<file path="src/rtl/fp_itof.sv">
// Three-stage integer-to-float32 converter (signed or unsigned per transaction),
// round-to-nearest-even with inexact flag, valid/ready handshake on both sides.
module fp_itof #(
  parameter int DATA_WIDTH = 32
) (
  input  logic                  clk,
  input  logic                  rst,
  input  logic                  in_valid,
  output logic                  in_ready,
  input  logic [DATA_WIDTH-1:0] int_in,
  input  logic                  in_unsigned,
  output logic                  out_valid,
  input  logic                  out_ready,
  output logic [DATA_WIDTH-1:0] float_result,
  output logic                  inexact
);

  if (DATA_WIDTH != 32) begin : g_width_check
    $fatal(1, "fp_itof: DATA_WIDTH must be 32");
  end

  function automatic logic [4:0] lead_zeros(input logic [31:0] v);
    logic [4:0] cnt;
    logic       found;
    cnt   = '0;
    found = 1'b0;
    for (int i = 31; i >= 0; i--) begin
      if (!found) begin
        if (v[i]) found = 1'b1;
        else      cnt   = cnt + 5'd1;
      end
    end
    return cnt;
  endfunction

  // Returns {inexact, float}. The normalized leading one is implicit in norm.
  function automatic logic [32:0] round_pack(input logic        sign,
                                             input logic        zero,
                                             input logic [4:0]  p,
                                             input logic [30:0] norm);
    logic [22:0] frac;
    logic        guard;
    logic        sticky;
    logic        up;
    logic [7:0]  exp;
    logic [23:0] frac_r;
    frac   = norm[30:8];
    guard  = norm[7];
    sticky = |norm[6:0];
    up     = guard & (sticky | frac[0]);
    exp    = 8'd127 + {3'b000, p};
    frac_r = {1'b0, frac} + {23'd0, up};
    if (frac_r[23]) exp = exp + 8'd1;
    if (zero) return '0;
    return {guard | sticky, sign, exp, frac_r[22:0]};
  endfunction

  logic        stall;
  logic        adv;
  logic        vld_p0, vld_p1, vld_p2;

  logic        sign_p0, zero_p0;
  logic [31:0] mag_p0;
  logic        sign_p1, zero_p1;
  logic [4:0]  p_p1;
  logic [30:0] norm_p1;

  logic signed [31:0] int_s;
  logic        in_sign;
  logic [31:0] mag_next;
  logic [4:0]  lz;
  logic [30:0] norm_next;
  logic [32:0] packed_res;

  assign stall     = vld_p2 & ~out_ready;
  assign adv       = ~stall;
  assign in_ready  = adv;
  assign out_valid = vld_p2;

  assign int_s     = int_in;
  assign in_sign   = ~in_unsigned & int_in[31];
  assign mag_next  = in_sign ? 32'(-int_s) : int_in;

  assign lz        = lead_zeros(mag_p0);
  assign norm_next = mag_p0[30:0] << lz;

  assign packed_res = round_pack(sign_p1, zero_p1, p_p1, norm_p1);

  always_ff @(posedge clk or posedge rst) begin
    if (rst) begin
      vld_p0 <= 1'b0;
      vld_p1 <= 1'b0;
      vld_p2 <= 1'b0;
    end else if (adv) begin
      vld_p0 <= in_valid;
      vld_p1 <= vld_p0;
      vld_p2 <= vld_p1;
    end
  end

  always_ff @(posedge clk) begin
    // S1: capture, sign and magnitude
    if (adv && in_valid) begin
      sign_p0 <= in_sign;
      zero_p0 <= (mag_next == 32'd0);
      mag_p0  <= mag_next;
    end
    // S2: normalize so the leading one sits at bit 31
    if (adv && vld_p0) begin
      sign_p1 <= sign_p0;
      zero_p1 <= zero_p0;
      p_p1    <= 5'd31 - lz;
      norm_p1 <= norm_next;
    end
  end

  // S3: round, pack and present
  always_ff @(posedge clk or posedge rst) begin
    if (rst) begin
      float_result <= '0;
      inexact      <= 1'b0;
    end else if (adv && vld_p1) begin
      float_result <= packed_res[31:0];
      inexact      <= packed_res[32];
    end
  end

endmodule

</file>
<file path="config.mk">
export PLATFORM = sky130hd
export DESIGN_NAME = fp_itof
export DESIGN_NICKNAME = d
export VERILOG_FILES = /design/src/rtl/fp_itof.sv
export SDC_FILE = /design/constraint.sdc
export NUM_CORES = 1
export LEC_CHECK = 0
export BUFFER_PORTS_ARGS = -buffer_cell sky130_fd_sc_hd__buf_2
export CAP_MARGIN = 30
export CORE_ASPECT_RATIO = 1.75
export CORE_MARGIN = 2
export CORE_UTILIZATION = 36
export CTS_BUF_LIST = sky130_fd_sc_hd__clkbuf_2
export DETAILED_ROUTE_END_ITERATION = 12
export PLACE_DENSITY = 0.63
export SLEW_MARGIN = 20
export SYNTH_ARGS = -nofsm -noshare
export SYNTH_HDL_FRONTEND = slang
export SYNTH_SLANG_ARGS = --single-unit
</file>
<file path="constraint.sdc">
create_clock -name clk -period 24.8 [get_ports clk]
set_clock_uncertainty 0.2 [all_clocks]
set_input_delay 4.96 -clock clk [delete_from_list [all_inputs] [get_ports clk]]
set_output_delay 4.96 -clock clk [all_outputs]
set_load 0.1 [all_outputs]
</file>
Word level (Yosys, flattened, before mapping)
Index checks and enable logic that the tools add are counted.
W data, S select, Z words.
- $add $sub $neg: 36
- shift-type cells: 1
- mux-type cells: 129
- bitwise logic cells: 8
- reductions and logical operators: 5
- operators with widths (cell ; count):
    $mux W5 ; 62
    $add A5 B1 Y5 const B ; 31
    $mux W33 ; 2
    $mux W1 ; 63
    $logic_not A32 Y1 ; 1
    $mux W32 ; 1
    $neg A32 Y32 ; 1
    $shl A31 B5 Y31 ; 1
    $add A23 B1 Y24 ; 1
    $add A7 B5 Y8 const A ; 1
    $add A8 B1 Y8 const B ; 1
    $mux W8 ; 1
    $reduce_or A7 Y1 ; 1
    $sub A5 B5 Y5 const A ; 1
    $and A1 B1 Y1 ; 3
    $logic_and A1 B1 Y1 ; 3
    $not A1 Y1 ; 3
    $or A1 B1 Y1 ; 2
- bits in registers: 108
- input port bits: 37
- output and inout bits: 35
- word-level logic and storage cells: 191

Depth between registers and ports, before layout
- depth in word-level cells: 95
- depth in mapped cells: 110
- mapped depth without buffers: 108

Least setup slack after synthesis
Ideal clock, no wire load.
- kind: register -> register
- start point: reg mag_p0[31]
- end point: reg norm_p1[29] (data pin)
- library setup time: 0.269 ns
- data arrival time: 19.082 ns
- required time: 24.331 ns
- setup slack: 5.250 ns
- cell stages (with the launch flop): 108
- path buffers: 4
- period minus slack after synthesis: 19.550 ns
- cell sequence: edfxtp_1 -> clkbuf_1 -> nor2_1 -> ha_1 -> o21a_1 -> ha_1 -> nor2_1 -> nor2_1 -> o21a_1 -> ha_1 -> mux2_2 -> ha_1 -> o21ai_0 -> a21oi_1 -> ha_1 -> and3b_1 -> o21ai_0 -> a2111oi_0 -> [... 72 more ...] -> mux2i_1 -> o21ai_0 -> ha_1 -> mux2_2 -> ha_1 -> mux2_2 -> ha_1 -> o211ai_1 -> xnor2_1 -> xnor2_1 -> inv_1 -> buf_2 -> buf_2 -> buf_1 -> a211oi_1 -> a21oi_1 -> mux2i_1 -> mux2i_1
- word-level cells in the longest chain between the ends: 95
- elaborated cells on any way between the ends: 126
- those cells by class: add/sub: 31; shift: 1; mux: 94
- ends and longest elaborated chain (item ; RTL line ; RTL):
    from (decl) ; 63 ; logic [31:0] mag_p0;
    from (signal assigned) ; 106 ; mag_p0 <= mag_next;
    $mux W1 ; 29 ; if (v[i]) found = 1'b1;
    $add A5 B1 Y5 ; 30 ; else cnt = cnt + 5'd1;
    $mux W5 ; 29 ;
    $mux W5 ; 28 ; if (!found) begin
    $add A5 B1 Y5 ; 30 ;
    $mux W5 ; 29 ;
    $mux W5 ; 28 ;
    $add A5 B1 Y5 ; 30 ;
    [... 80 more ...] ; - ;
    $add A5 B1 Y5 ; 30 ;
    $mux W5 ; 29 ;
    $mux W5 ; 28 ;
    $add A5 B1 Y5 ; 30 ;
    $mux W5 ; 29 ;
    $mux W5 (*) ; 28 ;
    $shl A31 B5 Y31 (*) ; 85 ; assign norm_next = mag_p0[30:0] << lz;
    via norm_next[29] ; 72 ; logic [30:0] norm_next;
    to (signal assigned) ; 113 ; norm_p1 <= norm_next;
    to (decl) ; 66 ; logic [30:0] norm_p1;
Mark *: on every way through the listed nets, which the timed path passes. The rest lies on a longest branch.
A chain may end at the register's enable or synchronous reset.

Worst setup path after layout
- start point: reg mag_p0[31]
- end point: reg norm_p1[26] (data pin)
Same word-level chain as after synthesis.

==> results.tsv <==
stage	metric	value	unit
clock_network	hold buffers post-CTS	0	
route	via count	8656	
logic_synthesis	Post-Syn Area	9920	um2
route	DRC	0	
grt	All-Layer GR Usage	17.7	%
sta	Worst Max-Slew Pin Slew	926	ps
power	switching power	0.409	mW
setup_path	crit path max fanout	41	
power	Power Dens Cells	71.9	nW/um2
logic_synthesis	Mapped Avg Cell Area	8.38	um2
sta	Slew headroom	37.7	%
power	Comb pwr share	52.0	%
logic_synthesis	sequential-to-total area share from yosys stat	30.9	%
logic_synthesis	Synth area leader	edfxtp_1	
outcome	outcome	completed	
grt	initial antenna violation count	1	
logic_synthesis	EDFF count, synth	72	
floorplanning	Starting Density	36.4	%
floorplanning	Vert. Die Dim	224	um
hold_path	min-delay worst type	flip-flop to flip-flop	
route	routed len/inst	16.0	um
clock_network	root buffer cell	clkbuf_2	
cells_and_area	Non-Filler Instances	1598	
power	Lkg Pwr	4.21	nW
logic_synthesis	Main synth FF type	edfxtp_1	
grt	Overflow after GRT	0	
sta	Final Setup Violations	0	
power	Sequential Power Share	36.0	%
sta	crit share post-route	87.7	%
power	maximum vdd ir drop	59.9	uV
setup_path	Worst setup EP type	flip-flop	
logic_synthesis	asr flop ratio synth	33.3	%
setup_path	CP most frequent cell	ha_1	
sta	fmax	0.0460	GHz
clock_network	CTS tree	built	
sta	RSZ-0062 raised after global routing	no	
cells_and_area	fraction of layout cells with a size suffix above 1	11.7	%
logic_synthesis	most frequent cell after synthesis	nand2_1	
logic_synthesis	Synth cell types	78	
place	port bufs	71	
route	DRT iter0 DRCs	422	
clock_network	CTS clk-pin slew, worst paths	320	ps
sta	setup TNS	0	ps
sta	Hold Vio Cnt, Final	0	
floorplanning	Boundary Pins	72	
setup_path	Worst EP required	25020	ps
clock_network	clock buffer count from CTS	9	
cells_and_area	NumNets Final	1294	
clock_network	CTS sink count	108	
route	Final ANT Viol Nets	0	
place	DP Cell Count	1581	
grt	number of global-route vias before repair	8282	
floorplanning	FP Rows	80	
job	max-cap viol count	0	
power	clock power share	12.0	%
clock_network	cts repair resizes	0	
grt	global-route wire length before repair	41200	um
logic_synthesis	flip-flop and latch count after synthesis	108	
sta	Slew Limit Fails	0	
setup_path	crit path kind	flip-flop to flip-flop	
clock_network	CTS Buffer Depth	2	
power	sw frac	52.9	%
clock_network	clock latency on the worst-skew pair	640	ps
cells_and_area	multi-input combinational cell area	6470	um2
clock_network	setup bufs post-CTS	0	
floorplanning	Die Area	28900	um2
setup_path	CP peak stage delay	770	ps
route	DRT Pass-1 Iters	5	
place	hpwl dp	20700	um
floorplanning	die width	129	um
logic_synthesis	Synth area leaders	edfxtp_1, dfrtp_1, xnor2_1	
setup_path	CP max-delay cell	a2111oi_0	
setup_path	CP Launch Type	flip-flop	
cells_and_area	P&R area growth vs syn	8.59	%
logic_synthesis	top-area cell type share of the netlist area	21.8	%
sta	Final min period	21750	ps
logic_synthesis	top post-synthesis cells by count	nand2_1, nor2_1, o21ai_0, edfxtp_1, xnor2_1	
cells_and_area	Register Area	3060	um2
route	WL final	25600	um
floorplanning	core area	27200	um2
route	post-DR vias/cell	5.42	
power	Internal Power	0.365	mW
logic_synthesis	yosys warns	0	
clock_network	H-tree depth	3	
setup_path	WP data arrival	21970	ps
logic_synthesis	Synth Instances	1184	
logic_synthesis	Post-Syn Nets	1255	
cells_and_area	fillers	2854	
place	placer congestion estimate	0.932	
grt	largest net degree at the start of global routing	46	
power	total power	0.774	mW
## layer usage
metal	global-route usage, %	up-vias	routed length, um
li1	-	4329	-
met1	18.8	4074	9740
met2	35.1	217	14200
met3	1.34	36	863
met4	6.76	0	723
met5	0	-	0
## power groups by stage
stage | Combinational (mW) | Sequential [mW] | Clock (mW)
after floorplan | 0.159 | 0.445 | 0
after global placement | 0.400 | 0.283 | 0
after detailed placement | 0.403 | 0.284 | 0
after CTS | 0.404 | 0.280 | 0.0959
after global routing | 0.432 | 0.286 | 0.101
final | 0.402 | 0.279 | 0.0928
## placed cells by master, fill, tap and decap left out, types with 12 or more instances in the layout
master    count
mux2i_1      44
o21ai_0      83
nor2b_1      30
or3_1        12
nand2b_1     24
edfxtp_1     72
nor4_1       16
dfrtp_1      36
inv_1        50
ha_1         34
and3_1       19
nor2_1      113
nand3_1      46
nand2_1     136
nor3_1       31
buf_2        71
buf_4        12
a211oi_1     12
xor2_1       48
xnor2_1      60
a21oi_1      59
mux2_2       20
## worst max-delay path: cells and delay by family (launching register included)
| kind | cells | cell delay (ps) |
|---|---|---|
| adders and majority gates | 29 | 8680 |
| AOI/OAI and AO/OA | 34 | 5800 |
| muxes | 15 | 3030 |
| and+or+nand+nor | 20 | 2300 |
| buffers and inverters | 5 | 920 |
| DFF | 1 | 610 |
## layout make-up
cell class / instances / share of cell area, %
inverter: 51 / 1.78
timing repair buffer: 83 / 4.14
tap: 369 / 4.29
antenna: 1 / 0.0232
clock inverter: 7 / 0.837
multi-input combinational: 970 / 60.1
sequential: 108 / 28.4
clock buffer: 9 / 0.418
## stage by stage
step                      instance area (um2)  setup slack, ps  utilization [%]  hold WS, ps
after global routing                    10800             1280             39.6          319
final                                   10800             3050             39.6          313
after CTS                               10800             3190             39.5          320
after global placement                  10600             3910             39.0          258
after floorplan                          9920             5250                -          200
after detailed placement                10600             3240             39.0          266
## state kept, by name, summed over array words and instances (netlist names)
signal	cells
float_result	32
inexact	1
mag_p0	32
norm_p1	31
out_valid	1
p_p1	5
sign_p0	1
sign_p1	1
vld_p0	1
vld_p1	1
zero_p0	1
zero_p1	1
## worst paths after layout
kind	depth (start not counted)	endpoint	slack [ps]	startpoint
worst max register to register	103	norm_p1[26]	3050	mag_p0[31]
worst min register to register	2	float_result[0]	310	float_result[0]
worst max-delay path	103	norm_p1[26]	3050	mag_p0[31]
worst min-delay path	2	float_result[0]	310	float_result[0]
min in group asynchronous	3	out_valid	4140	rst
max in group asynchronous	3	float_result[17]	19910	rst
## cell families (layout without fill, tap and decap cells)
logic type      after synthesis  in the layout  share of synthesized area (%)
fa+ha+maj                    39             39                           4.79
flops                       108            108                           30.9
compound gates              256            256                           16.1
xor+xnor                    124            124                           12.9
simple gates                483            483                           23.8
buf+inv                     106            150                           4.25
mux                          68             68                           7.28
other cells                   0              1                              0
(Power assumes the default switching activity.)
